$ cat config.mk
export PLATFORM = sky130hd
export DESIGN_NAME = blockb_table_arbiter_flat
export DESIGN_NICKNAME = d
export VERILOG_FILES = /design/src/rtl/mixed_package.sv /design/src/rtl/memory_if.sv /design/src/rtl/tbl_arb_sat_cnt.sv /design/src/rtl/blockb_table_arbiter.sv /design/src/flat_wrapper.sv
export SDC_FILE = /design/constraint.sdc
export NUM_CORES = 1
export LEC_CHECK = 0
export ABC_AREA = 1
export ABC_CLOCK_PERIOD_IN_PS = 1600
export BUFFER_PORTS_ARGS = -buffer_cell sky130_fd_sc_hd__clkbuf_2
export CAP_MARGIN = 5
export CORE_AREA = 8 8 154 156
export DETAILED_ROUTE_END_ITERATION = 7
export DIE_AREA = 0 0 162 164
export GPL_ROUTABILITY_DRIVEN = 0
export GPL_TIMING_DRIVEN = 0
export MAX_ROUTING_LAYER = met4
export PLACE_DENSITY_LB_ADDON = 0.08
export SLEW_MARGIN = 30
export SYNTH_ARGS = -nofsm -noshare
export SYNTH_HDL_FRONTEND = slang
export SYNTH_SLANG_ARGS = --single-unit
$ cat constraint.sdc
create_clock -name clk -period 1.6 [get_ports clk]
set_input_delay 0.32 -clock clk [delete_from_list [all_inputs] [get_ports clk]]
set_output_delay 0.32 -clock clk [all_outputs]
set_load 0.05 [all_outputs]
$ cat src/rtl/mixed_package.sv
// Shared table-arbiter types: sizing constants, address/entry types and the arbiter state enum.
package mixed_package;

    localparam int TBL_DEPTH  = 10;
    localparam int TBL_ADDR_W = 4;
    localparam int TBL_DATA_W = 64;

    typedef logic [TBL_ADDR_W-1:0] bSizeSt;
    typedef logic [TBL_DATA_W-1:0] bigSt;

    typedef enum logic {
        S_INIT = 1'b0,
        S_RUN  = 1'b1
    } tblArbStateT;

endpackage

$ cat src/rtl/memory_if.sv
// Single-port memory access bundle; read_data is valid the cycle after a read enable.
interface memory_if #(
    parameter int ADDR_W = 4,
    parameter int DATA_W = 64
);
    logic              enable;
    logic              wr_en;
    logic [ADDR_W-1:0] addr;
    logic [DATA_W-1:0] write_data;
    logic [DATA_W-1:0] read_data;

    modport master (output enable, wr_en, addr, write_data, input read_data);
    modport slave  (input enable, wr_en, addr, write_data, output read_data);
endinterface

$ cat src/rtl/tbl_arb_sat_cnt.sv
// Saturating event counter with synchronous clear (clear wins over increment); 1-cycle update.
// Present only in builds with TBL_ARB_STATS_EN; no backpressure.
`ifdef TBL_ARB_STATS_EN
module tbl_arb_sat_cnt #(
    parameter int W = 16
) (
    input  logic         clk,
    input  logic         rst_n,
    input  logic         clr,
    input  logic         inc,
    output logic [W-1:0] cnt
);
    logic [W-1:0] cnt_q;
    logic [W-1:0] cnt_d;

    always_comb begin
        cnt_d = cnt_q;
        if (clr) begin
            cnt_d = '0;
        end else if (inc && (cnt_q != {W{1'b1}})) begin
            cnt_d = cnt_q + W'(1);
        end
    end

    always_ff @(posedge clk or negedge rst_n) begin
        if (!rst_n) begin
            cnt_q <= '0;
        end else begin
            cnt_q <= cnt_d;
        end
    end

    assign cnt = cnt_q;
endmodule
`endif

$ cat src/rtl/blockb_table_arbiter.sv
// Arbitrates table memory: register path (never stalled) > zero-fill init > hw requester; hw read data 1 cycle after grant.
// hw_req is held until hw_gnt; optional TBL_ARB_STATS_EN adds grant/blocked saturating counters.
module blockb_table_arbiter
    import mixed_package::*;
#(
    parameter int DEPTH  = TBL_DEPTH,
    parameter int ADDR_W = TBL_ADDR_W,
    parameter int DATA_W = TBL_DATA_W
) (
    input  logic              clk,
    input  logic              rst_n,
    memory_if.slave           regMem,
    memory_if.master          tblMem,
    input  logic              hw_req,
    input  logic              hw_wr,
    input  logic [ADDR_W-1:0] hw_addr,
    input  logic [DATA_W-1:0] hw_wdata,
    output logic              hw_gnt,
    output logic              hw_err,
    output logic              hw_rvalid,
    output logic [DATA_W-1:0] hw_rdata,
    input  logic              init_req,
    output logic              init_busy
`ifdef TBL_ARB_STATS_EN
    ,
    output logic [15:0]       stat_hw_gnt,
    output logic [15:0]       stat_hw_blocked
`endif
);
    localparam int PTR_W = $clog2(DEPTH);
    localparam logic [PTR_W-1:0] LAST_PTR = PTR_W'(DEPTH - 1);

    tblArbStateT       state_q, state_d;
    logic [PTR_W-1:0]  init_ptr_q, init_ptr_d;
    logic              hw_rvalid_q, hw_rvalid_d;
    logic              hw_rerr_q, hw_rerr_d;
    logic [DATA_W-1:0] hw_rdata_q, hw_rdata_d;

    logic              tbl_en;
    logic              tbl_wr;
    logic [ADDR_W-1:0] tbl_addr;
    logic [DATA_W-1:0] tbl_wdata;
    logic              addr_oob;

    assign addr_oob = (int'(hw_addr) >= DEPTH);

    always_comb begin
        state_d    = state_q;
        init_ptr_d = init_ptr_q;
        tbl_en     = 1'b0;
        tbl_wr     = 1'b0;
        tbl_addr   = '0;
        tbl_wdata  = '0;
        hw_gnt     = 1'b0;
        hw_err     = 1'b0;

        if (regMem.enable) begin
            tbl_en    = 1'b1;
            tbl_wr    = regMem.wr_en;
            tbl_addr  = regMem.addr;
            tbl_wdata = regMem.write_data;
        end else if (state_q == S_INIT) begin
            tbl_en   = 1'b1;
            tbl_wr   = 1'b1;
            tbl_addr = ADDR_W'(init_ptr_q);
            if (init_ptr_q == LAST_PTR) begin
                state_d = S_RUN;
            end else begin
                init_ptr_d = init_ptr_q + PTR_W'(1);
            end
        end else if (hw_req) begin
            // Out-of-range requests are granted with an error but never reach the memory.
            hw_gnt    = 1'b1;
            hw_err    = addr_oob;
            tbl_en    = ~addr_oob;
            tbl_wr    = hw_wr & ~addr_oob;
            tbl_addr  = hw_addr;
            tbl_wdata = hw_wdata;
        end

        if (init_req) begin
            state_d    = S_INIT;
            init_ptr_d = '0;
        end
    end

    assign hw_rvalid_d = hw_gnt & ~hw_wr;
    assign hw_rerr_d   = hw_err;

    // Memory data arrives the cycle after the read; hold it afterwards so hw_rdata stays stable.
    always_comb begin
        hw_rdata_d = hw_rdata_q;
        if (hw_rvalid_q) begin
            hw_rdata_d = hw_rerr_q ? '0 : tblMem.read_data;
        end
    end

    always_ff @(posedge clk or negedge rst_n) begin
        if (!rst_n) begin
            state_q     <= S_INIT;
            init_ptr_q  <= '0;
            hw_rvalid_q <= 1'b0;
            hw_rerr_q   <= 1'b0;
            hw_rdata_q  <= '0;
        end else begin
            state_q     <= state_d;
            init_ptr_q  <= init_ptr_d;
            hw_rvalid_q <= hw_rvalid_d;
            hw_rerr_q   <= hw_rerr_d;
            hw_rdata_q  <= hw_rdata_d;
        end
    end

    assign tblMem.enable     = tbl_en;
    assign tblMem.wr_en      = tbl_wr;
    assign tblMem.addr       = tbl_addr;
    assign tblMem.write_data = tbl_wdata;
    assign regMem.read_data  = tblMem.read_data;

    assign hw_rvalid = hw_rvalid_q;
    assign hw_rdata  = hw_rdata_d;
    assign init_busy = (state_q == S_INIT);

`ifdef TBL_ARB_STATS_EN
    tbl_arb_sat_cnt #(.W(16)) u_cnt_gnt (
        .clk   (clk),
        .rst_n (rst_n),
        .clr   (init_req),
        .inc   (hw_gnt),
        .cnt   (stat_hw_gnt)
    );

    tbl_arb_sat_cnt #(.W(16)) u_cnt_blocked (
        .clk   (clk),
        .rst_n (rst_n),
        .clr   (init_req),
        .inc   (hw_req & ~hw_gnt),
        .cnt   (stat_hw_blocked)
    );
`endif
endmodule
$ cat src/flat_wrapper.sv
// flat-port wrapper written by rule: the top's interface ports become plain ports
module blockb_table_arbiter_flat import mixed_package::*;
#(
    parameter int DEPTH  = TBL_DEPTH,
    parameter int ADDR_W = TBL_ADDR_W,
    parameter int DATA_W = TBL_DATA_W
)
  (clk, rst_n, hw_req, hw_wr, hw_addr, hw_wdata, hw_gnt, hw_err, hw_rvalid, hw_rdata, init_req, init_busy, regMem_enable, regMem_wr_en, regMem_addr, regMem_write_data, regMem_read_data, tblMem_enable, tblMem_wr_en, tblMem_addr, tblMem_write_data, tblMem_read_data);
  memory_if #(.ADDR_W(ADDR_W), .DATA_W(DATA_W)) regMem_i ();
  memory_if #(.ADDR_W(ADDR_W), .DATA_W(DATA_W)) tblMem_i ();
  input  logic clk;
  input  logic rst_n;
  input  logic hw_req;
  input  logic hw_wr;
  input  logic [ADDR_W-1:0] hw_addr;
  input  logic [DATA_W-1:0] hw_wdata;
  output logic hw_gnt;
  output logic hw_err;
  output logic hw_rvalid;
  output logic [DATA_W-1:0] hw_rdata;
  input  logic init_req;
  output logic init_busy;
  input wire logic [$bits(regMem_i.enable)-1:0] regMem_enable;
  input wire logic [$bits(regMem_i.wr_en)-1:0] regMem_wr_en;
  input wire logic [$bits(regMem_i.addr)-1:0] regMem_addr;
  input wire logic [$bits(regMem_i.write_data)-1:0] regMem_write_data;
  output wire logic [$bits(regMem_i.read_data)-1:0] regMem_read_data;
  output wire logic [$bits(tblMem_i.enable)-1:0] tblMem_enable;
  output wire logic [$bits(tblMem_i.wr_en)-1:0] tblMem_wr_en;
  output wire logic [$bits(tblMem_i.addr)-1:0] tblMem_addr;
  output wire logic [$bits(tblMem_i.write_data)-1:0] tblMem_write_data;
  input wire logic [$bits(tblMem_i.read_data)-1:0] tblMem_read_data;
  assign regMem_i.enable = regMem_enable;
  assign regMem_i.wr_en = regMem_wr_en;
  assign regMem_i.addr = regMem_addr;
  assign regMem_i.write_data = regMem_write_data;
  assign regMem_read_data = regMem_i.read_data;
  assign tblMem_enable = tblMem_i.enable;
  assign tblMem_wr_en = tblMem_i.wr_en;
  assign tblMem_addr = tblMem_i.addr;
  assign tblMem_write_data = tblMem_i.write_data;
  assign tblMem_i.read_data = tblMem_read_data;
  blockb_table_arbiter #(.DEPTH(DEPTH), .ADDR_W(ADDR_W), .DATA_W(DATA_W)) u_core (.clk(clk), .rst_n(rst_n), .regMem(regMem_i), .tblMem(tblMem_i), .hw_req(hw_req), .hw_wr(hw_wr), .hw_addr(hw_addr), .hw_wdata(hw_wdata), .hw_gnt(hw_gnt), .hw_err(hw_err), .hw_rvalid(hw_rvalid), .hw_rdata(hw_rdata), .init_req(init_req), .init_busy(init_busy));
endmodule
==> impl_metrics.toml, run 1 <==
[outcome]
status = "complete, but fails checks"
violations = "hold timing, setup timing"

[sta]
finalSetupViolCount = 136
slew_viol_final = 0
fmax_ghz = 0.517
hold_slack_ns = -0.00558
hold_viol = 1
tightest_slew_ns = 0.610
timing.final.crit_share = 1.21
slew-limit-headroom = 0.594
period_needed_ns = 1.93
rsz0062_at_grt = "true"
fin_worst_skew_ns = 0.00529
tns_ns = -37.50
fin_ws_ns = -0.334

[pwr]
power_density_nw_per_um2 = 1030
vdd_drop_max_v = 0.000480
power.leakage_uw = 0.00627
totalPowerFinal_uw = 12600

[cells_and_area]
layout.nets = 1317
area_delta_synth_final_pct = 178
drive_gt1_frac = 0.763
num-fill-cells = 1897

[detailed_routing]
ant_nets = 0
routedWlPerCell_microns = 18.0
wirelength_microns = 25000
first_iter_violations = 139
vias = 5794
drt-vias-per-instance = 4.17
drc = 0
dr.pass1.iters = 4

[global_routing]
grt_pass1_wl_microns = 35300
grt_pass1_vias = 5998
grt_max_degree = 72
track_usage = 0.177
antenna_found_initial = 0
overflow = 0

[clocking]
htreeDepth = 3
cts_sinks = 71
cts_buffers = 9
postCtsHoldBufs = 0
root_buffer = "clkbuf_16"
ctsLongestPathBuffers = 2
cts_tree = "done"
insertion_delay_ns = 0.33
clk_pin_slew_ns = 0.05

[setup_path]
crit_path_max_fanout = 6
cp_cell_sequence = "nand2_2, inv_2, nand2_4, inv_8, buf_12, clkbuf_16, nand2_4, nand2_4, clkbuf_16"
crit_arrival_ns = 1.61
endpoint_kind = "output pin"
worstPathRequired_ns = 1.28
r2r_cells = 8
r2r_end = "u_core.init_ptr_q[3]$_DFFE_PN0P_"
cp_slowest_cell = "dfrtp_2"
regToRegSetupSlack_ns = 0.22
max_stage_delay_ns = 0.42
cp-start-kind = "register"
crit_top_cell = "nand2_4"
worstSetupPathType = "register to output pin"
rr_startpoint = "u_core.state_q$_DFFE_PN0P_"

[worst_hold_path]
hold_class = "primary input to async pin"

[synthesis]
synthTopCellsByArea = "dfrtp_1 40%, nand2_1 17%, buf_4 11%, nand3_1 8.0%, o21ai_0 7.7%"
avgSynthCellArea_sq_um = 7.11
syn_area_sq_um = 4390
ys_ff_latch = 71
synth_top_cell_by_area = "dfrtp_1"
yosys.area.top_type_share = 0.405
seq_area_frac_synth = 0.405
synthesis.nets = 827
postSynthCellCount = 618
synth_cell_types = 22
yosys_warnings = 0

[die]
fp.coreArea_sq_um = 21400
start_util = 0.206
die_area_sq_um = 26600
die_w_microns = 162
dieHeight_microns = 164
pin_count = 409
row_count = 54

[placed_design]
dp_hpwl_microns = 18900
port_buffers = 407

[job]
cap_violations = 0
==> cells by family (layout without fill, tap and decap cells) <==
family	Yosys count	in the layout	synth area share
simple gates	293	293	0.279
buf+inv	173	665	0.219
compound gates	78	78	0.0895
flops	71	71	0.405
fa+ha+maj	2	2	0.00570
xor+xnor	1	1	0.00199
other cells	0	1	0
==> placed cells by master, fill, tap and decap left out, types with 7 or more instances in the layout <==
master     Yosys  final
a21oi_4        0      7
buf_6          6     11
buf_4         64    106
nand3_1       70     27
nand2_1      198     77
inv_1         70     69
nor2_1        10      9
nand2_4        0     95
clkbuf_16      0     84
nand2_2       12     37
buf_12         1     19
nand3_2        0     28
o21ai_4        0     59
dfrtp_1       71     68
clkbuf_2       0    271
buf_8          0     75
nand3_4        0     15
clkbuf_8       0     12
==> layer usage <==
metal / vias to the layer above / part of all wire / routed length, microns / track usage
met4: 0 / 0.0069 / 172 / 0.0341
met2: 233 / 0.54 / 13500 / 0.324
met1: 2690 / 0.37 / 9140 / 0.182
met3: 11 / 0.087 / 2160 / 0.0596
li1: 2860 / - / - / -
met5: - / 0 / 0 / -
==> worst max-delay path, delay by kind of cell, from the launching register on <==
| kind | cells | cell delay [ns] |
|---|---|---|
| and+or+nand+nor | 4 | 0.27 |
| buffers and inverters | 5 | 0.58 |
| DFF | 1 | 0.42 |
==> stage by stage <==
step / std cells / hold WS, ns / cell area, sq um / setup WS [ns] / util
finish: 1391 / -0.00558 / 12200 / -0.334 / 0.573
global route: 1390 / 0.0343 / 12200 / -0.377 / 0.573
CTS: 1356 / 0.0341 / 11000 / -0.365 / 0.516
detailed placement: 1305 / 0.391 / 7550 / -0.389 / 0.354
global placement: 1305 / 0.493 / 7540 / -0.732 / 0.353
floorplan: 618 / 0.0244 / 5150 / -0.143 / -
==> sequential cells by signal, summed over array words and instances (netlist names) <==
register           cells
u_core.init_ptr_q      4
u_core.hw_rdata_q     64
u_core.hw_rerr_q       1
u_core.hw_rvalid       1
u_core.state_q         1
==> Yosys cell counts <==
| master | n |
|---|---|
| a21oi_1 | 8 |
| a31oi_1 | 1 |
| buf_1 | 5 |
| buf_12 | 1 |
| buf_2 | 6 |
| buf_4 | 64 |
| buf_6 | 6 |
| clkbuf_1 | 17 |
| dfrtp_1 | 71 |
| ha_1 | 2 |
| inv_1 | 70 |
| inv_2 | 3 |
| inv_6 | 1 |
| nand2_1 | 198 |
| nand2_2 | 12 |
| nand3_1 | 70 |
| nand4_1 | 1 |
| nor2_1 | 10 |
| o21ai_0 | 68 |
| o22ai_1 | 1 |
| or2_2 | 2 |
| xor2_1 | 1 |
==> power by group <==
group,switching (uW),internal [uW],leakage (uW)
clock,715,1060,0.000127
sequential,172,2340,0.000861
combinational,4810,3550,0.00528
total,5700,6950,0.00627
==> final cells by class <==
type / count / area (sq um) / area share
diodes: 1 / 2.50 / 0.000205
clock inverters: 2 / 10.0 / 0.000818
clock buffers: 11 / 243 / 0.0198
flip-flops and latches: 71 / 1780 / 0.146
well taps: 280 / 350 / 0.0286
plain buffers: 96 / 1000 / 0.0820
repair buffers: 481 / 4960 / 0.406
multi-input cells: 374 / 3570 / 0.292
inverters: 74 / 302 / 0.0247
repair inverters: 1 / 7.51 / 0.000614
==> how the worst max path moves through the flow <==
stage	startpoint	end	slack (ns)
finish	u_core.state_q$_DFFE_PN0P_	tblMem_write_data[19]	-0.33
detailed placement	u_core.hw_rerr_q$_DFF_PN0_	hw_rdata[16]	-0.39
CTS	u_core.state_q$_DFFE_PN0P_	tblMem_addr[1]	-0.37
global placement	rst_n	u_core.hw_rvalid$_DFF_PN0_	-0.73
floorplan	u_core.hw_rvalid$_DFF_PN0_	hw_rdata[18]	-0.14
global route	u_core.hw_rerr_q$_DFF_PN0_	hw_rdata[21]	-0.38
==> timing repair <==
action	4_1_cts	5_1_grt
cloned	14	11
pin swaps	9	40
hold endpoints to repair	0	0
endpoints found under the setup margin	137	137
setup buffers	24	30
gates resized for setup	518	256
(Power assumes the default switching activity.)
==> run 2, diff against run 1 <==
- CTS_BUF_LIST: default -> sky130_fd_sc_hd__clkbuf_4
==> run 2 against run 1 <==
  * The run ends with setup timing left
  * Core utilization shrank 0.30 points
  * Via count grew 0.76%
  * Register-to-register slack lost 0.08 ns
  * Routed wire length grew 1.1%
  * Fmax shrank 6.1%
  * Non-clock buffer count grew 19
  * Hold slack gained 0.11 ns
  * Sequential share of layout area grew 0.076 points
  * Critical path type unchanged
  * Largest cell class unchanged
==> impl_metrics.toml, run 2 (synthesis gave the netlist of run 1 again) <==
[outcome]
status = "complete, but fails checks"
violations = "setup timing"

[global_routing]
grt_pass1_wl_microns = 35300
track_usage = 0.178
overflow = 0
grt_max_degree = 72
antenna_found_initial = 1
grt_pass1_vias = 5960

[placed_design]
postPlaceCellArea_sq_um = 7550
dp_hpwl_microns = 18900
port_buffers = 407

[sta]
period_needed_ns = 2.06
slew_viol_final = 0
timing.final.crit_share = 1.29
finalSetupViolCount = 137
tns_ns = -52.62
rsz0062_at_grt = "true"
fmax_ghz = 0.486
tightest_slew_ns = 0.626
fin_worst_skew_ns = 0.0123
hold_viol = 0
fin_ws_ns = -0.459
slew-limit-headroom = 0.583

[setup_path]
worstSetupPathType = "register to output pin"
crit_arrival_ns = 1.74
cp-start-kind = "register"
crit_path_max_fanout = 4
endpoint_kind = "output pin"
worstPathRequired_ns = 1.28

[cells_and_area]
layout.nets = 1337
drive_gt1_frac = 0.757
area_delta_synth_final_pct = 177
largest_reg_flops = 64
fin_util = 0.570
final_area_sq_um = 12200
top_regs = "u_core.hw_rdata_q (64), u_core.init_ptr_q (4)"
mostFrequentLayoutCell = "clkbuf_2"
top_register = "u_core.hw_rdata_q"
final_cell_mix = "269 x clkbuf_2, 119 x buf_4, 107 x nand2_1"
num-fill-cells = 1934

[clocking]
htreeDepth = 3
cts_tree = "done"
root_buffer = "clkbuf_4"
insertion_delay_ns = 0.42
ctsLongestPathBuffers = 2
cts_buffers = 9
cts_sinks = 71
clk_pin_slew_ns = 0.11

[detailed_routing]
vias = 5838
dr.pass1.iters = 4
first_iter_violations = 146
drt-vias-per-instance = 4.13
routedWlPerCell_microns = 17.9
wirelength_microns = 25300
drc = 0
ant_nets = 0

[pwr]
power_density_nw_per_um2 = 988
power.leakage_uw = 0.00596
vdd_drop_max_v = 0.000390

[job]
cap_violations = 0

[die]
die_w_microns = 162
pin_count = 409
start_util = 0.206
die_area_sq_um = 26600
dieHeight_microns = 164
fp.coreArea_sq_um = 21400
row_count = 54

[worst_hold_path]
hold_class = "primary input to register"
## run 2: changes by cell type in the layout (fill, tap and decap cells not counted), sizes merged
cell and delta:
buf +23, clkbuf -6, clkinv +2, diode +1
dlygate4sd3 +1
## run 2: layout make-up
type	count	area [sq um]	share of cell area
timing repair buffer	498	5100	0.419
inverter	74	302	0.0248
clock inverter	3	13.8	0.00113
timing repair inverter	2	23.8	0.00195
multi-input combinational	374	3500	0.288
buffer	98	1020	0.0836
clock buffer	10	75.1	0.00617
antenna	2	5.00	0.000411
tap	280	350	0.0288
sequential	71	1780	0.146
## run 2: routing by layer
metal	global-route usage	wire length (microns)	vias to the layer above	part of all wire
li1	-	-	2904	-
met1	0.183	9150	2685	0.36
met2	0.324	13700	240	0.54
met3	0.0599	2190	9	0.087
met4	0.0345	194	0	0.0077
met5	-	0	-	0
## run 2: per-stage QoR
step           std cells  setup WS (ns)  hold WS (ns)  total power (uW)
2_1_floorplan        618         -0.143        0.0244              6790
3_3_place_gp        1305         -0.732         0.493              8220
3_5_place_dp        1305         -0.389         0.391              8250
4_1_cts             1357         -0.469        0.0787             10900
5_1_grt             1411         -0.564        0.0627             12600
6_report            1412         -0.459         0.106             12000
## run 2: what timing repair did
action	CTS	global route
pin swaps	11	47
hold buffers	1	0
setup endpoints to repair	137	141
buffers inserted	27	51
resized for setup	484	256
endpoints found under the hold margin	71	0
cloned	12	10
## run 2: where the power goes
group / internal [uW] / leakage [uW] / total (uW) / switching, uW
Sequential: 2330 / 0.000861 / 2500 / 175
Clock: 303 / 0.0000554 / 935 / 633
Combinational: 3720 / 0.00505 / 8580 / 4860
Total: 6350 / 0.00596 / 12000 / 5670
## run 2: worst max-delay path, cell delays in order, from the launching register on
cell        delay [ns]
dfrtp_2           0.45
buf_4             0.14
buf_6             0.11
clkinvlp_4        0.12
buf_4             0.13
a21oi_4           0.05
a21oi_4           0.15
buf_8             0.16
## run 2: worst paths after layout
| check | start | to | slack (ns) | cells after the start |
|---|---|---|---|---|
| worst max register to register | u_core.state_q$_DFFE_PN0P_ | u_core.init_ptr_q[0]$_DFFE_PN0P_ | 0.14 | 9 |
| worst max-delay path | u_core.state_q$_DFFE_PN0P_ | tblMem_addr[0] | -0.46 | 7 |
| worst min-delay path | hw_wr | u_core.hw_rvalid$_DFF_PN0_ | 0.11 | 2 |
| min in group asynchronous | rst_n | u_core.hw_rdata_q[55]$_DFF_PN0_ | 0.44 | 2 |
| max in group asynchronous | rst_n | u_core.hw_rerr_q$_DFF_PN0_ | 0.64 | 2 |
| worst min register to register | u_core.hw_rdata_q[14]$_DFF_PN0_ | u_core.hw_rdata_q[14]$_DFF_PN0_ | 0.55 | 2 |
==> run 3, diff against run 2 <==
- ABC_AREA: 1 -> default
- BUFFER_PORTS_ARGS: -buffer_cell sky130_fd_sc_hd__clkbuf_2 -> -buffer_cell sky130_fd_sc_hd__buf_2
- CORE_AREA: 8 8 154 156 -> 8 8 152 154
- DIE_AREA: 0 0 162 164 -> 0 0 160 162
==> run 3 against run 2 <==
  * The flow still finishes with violations (setup timing)
  * Sequential power fell by 23%
  * Via count fell by 15%
  * Synthesized cell count fell by 24%
  * Combinational power decreased by 68%
  * Core utilization down 10 points
  * Register-to-register slack worse by 0.05 ns
  * Routed wire length shrank 13%
  * Flip-flop and latch count is the same
  * Hold slack better by 0.0034 ns
  * Largest cell class unchanged
  * Total power decreased by 53%
==> impl_metrics.toml, run 3 <==
[synthesis]
synthXorXnorAreaFrac = 0
synth_compound_area_frac = 0.241
synth_cell_types = 26
seq_area_frac_synth = 0.429
avgSynthCellArea_sq_um = 8.82
synth_top_family_by_area = "compound AO/OA/AOI/OAI gates"
synth_simple_gate_area_frac = 0.0915
yosys-top-cells-count = "71 x dfrtp_1, 69 x buf_4, 69 x nand2_1, 69 x o21ai_0, 66 x inv_1"
postSynthCellCount = 470
yosys.area.top_type_share = 0.429
synthTopCellsByArea = "dfrtp_1 43%, a22o_1 14%, buf_4 13%, o21ai_0 8.3%, nand2_1 6.3%"
synth_top_cell_by_area = "dfrtp_1"
synth-main-ff-cell = "dfrtp_1"
synth.most_common_cell = "dfrtp_1"
yosys_warnings = 0
async_flop_share = 1.00
synth_mux_area_frac = 0
synth-edff-count = 0
syn_area_sq_um = 4140
ys_ff_latch = 71
synthesis.nets = 679
synthAdderAreaFrac = 0.00604

[global_routing]
antenna_found_initial = 2
overflow = 0
grt_max_degree = 58
track_usage = 0.166
grt_pass1_vias = 5398
grt_pass1_wl_microns = 32300

[worst_hold_path]
hold_class = "primary input to register"

[sta]
period_needed_ns = 2.17
fin_ws_ns = -0.571
timing.final.crit_share = 1.36
tns_ns = -64.75
finalSetupViolCount = 136
slew_viol_final = 0
tightest_slew_ns = 0.608
slew-limit-headroom = 0.595
hold_viol = 0
fmax_ghz = 0.461
fin_worst_skew_ns = 0.0157
rsz0062_at_grt = "true"

[cells_and_area]
mostFrequentLayoutCell = "buf_2"
top_register = "u_core.hw_rdata_q"
final_cell_mix = "270 x buf_2, 84 x buf_4, 73 x buf_8"
final_cells = 1204
largest_reg_flops = 64
layout.nets = 1132
drive_gt1_frac = 0.786
top_regs = "u_core.hw_rdata_q (64), u_core.init_ptr_q (4)"
area_delta_synth_final_pct = 133

[die]
die_area_sq_um = 25900
row_count = 53
pin_count = 409
start_util = 0.200
fp.coreArea_sq_um = 20700
die_w_microns = 160
dieHeight_microns = 162

[clocking]
cts_sinks = 71
cts_buffers = 9
insertion_delay_ns = 0.44
root_buffer = "clkbuf_4"
ctsLongestPathBuffers = 2
clk_pin_slew_ns = 0.12
htreeDepth = 3
cts_tree = "done"

[detailed_routing]
routedWlPerCell_microns = 18.3
drc = 0
first_iter_violations = 149
ant_nets = 0
vias = 4987
wirelength_microns = 22100
dr.pass1.iters = 4
drt-vias-per-instance = 4.14

[placed_design]
place_ws_ns = -0.387
port_buffers = 408
dp_cells = 1154
dp_hpwl_microns = 17800

[outcome]
status = "complete, but fails checks"
violations = "setup timing"

[setup_path]
crit_arrival_ns = 1.85
endpoint_kind = "output pin"
cp-start-kind = "register"
worstPathRequired_ns = 1.28
crit_path_max_fanout = 5
worstSetupPathType = "register to output pin"

[pwr]
vdd_drop_max_v = 0.000246
power_density_nw_per_um2 = 589
power.leakage_uw = 0.00492

[job]
cap_violations = 0
==> run 3: changes by cell type after synthesis, moves of 5 or more <==
cell / previous run / this run
nand2_1: 198 / 69
clkbuf_1: 17 / 12
nand2_2: 12 / 1
buf_12: 1 / 6
buf_1: 5 / 0
nand3_1: 70 / 3
nor2_1: 10 / 5
buf_4: 64 / 69
buf_6: 6 / 0
a22o_1: 0 / 64
==> run 3: cell families (layout without fill, tap and decap cells) <==
logic type,Yosys count,after routing
simple gates,89,89
compound gates,148,148
fa+ha+maj,2,2
flops,71,71
other cells,0,1
buf+inv,160,618
==> run 3: layout make-up <==
cell class,count,area [sq um]
flip-flops and latches,71,1780
clock inverters,7,47.5
multi-input cells,239,2630
fillers,2013,11000
well taps,275,344
clock buffers,9,67.6
repair buffers,445,3690
diodes,1,2.50
inverters,67,267
plain buffers,90,811
==> run 3: worst paths after layout <==
check                                                    to  cells after the start  slack [ns]                            start
max reg2reg                u_core.init_ptr_q[1]$_DFFE_PN0P_                      5        0.09       u_core.state_q$_DFFE_PN0P_
max in group asynchronous        u_core.state_q$_DFFE_PN0P_                      3        0.78                            rst_n
min                              u_core.state_q$_DFFE_PN0P_                      2        0.11                         init_req
max                                   tblMem_write_data[53]                      7       -0.57       u_core.state_q$_DFFE_PN0P_
min in group asynchronous   u_core.hw_rdata_q[22]$_DFF_PN0_                      2        0.25                            rst_n
min reg2reg                 u_core.hw_rdata_q[40]$_DFF_PN0_                      2        0.53  u_core.hw_rdata_q[40]$_DFF_PN0_
==> run 3: power by group <==
group          internal [uW]  total (uW)  leakage [uW]  switching, uW
Clock                    322        1040     0.0000641            721
Combinational           1070        2710       0.00416           1640
Sequential              1890        1930      0.000699           33.3
Total                   3290        5680       0.00492           2390
==> run 3: metal layers <==
metal,track usage,up-vias,part of all wire
li1,-,2438,-
met1,0.174,2315,0.38
met2,0.304,221,0.55
met3,0.0468,13,0.067
met4,0.0357,0,0.0079
met5,-,-,0
==> run 3: through the flow <==
| stage | util | power, uW | hold slack, ns | area (sq um) |
|---|---|---|---|---|
| after floorplan | - | 3490 | 0.0244 | 5010 |
| after global placement | 0.357 | 4190 | 0.492 | 7390 |
| after detailed placement | 0.359 | 4210 | 0.162 | 7430 |
| after CTS | 0.445 | 5720 | 0.0581 | 9200 |
| after global routing | 0.466 | 5980 | 0.0646 | 9640 |
| final | 0.466 | 5680 | 0.109 | 9640 |
==> run 3: critical path, stage by stage, from the launching register on <==
cell and delay [ns]:
dfrtp_2 0.44, nor2b_4 0.13, nand2_2 0.10, inv_4 0.07, clkbuf_16 0.17, buf_12 0.13, a22o_4 0.22, buf_12 0.15
==> run 3: repair_timing <==
item / CTS / global route
hold endpoints to repair: 72 / 0
hold buffers: 2 / 0
resized for setup: 399 / 76
pin swaps: 8 / 8
endpoints found under the setup margin: 137 / 139
gates cloned: 5 / 5
buffers inserted: 20 / 9
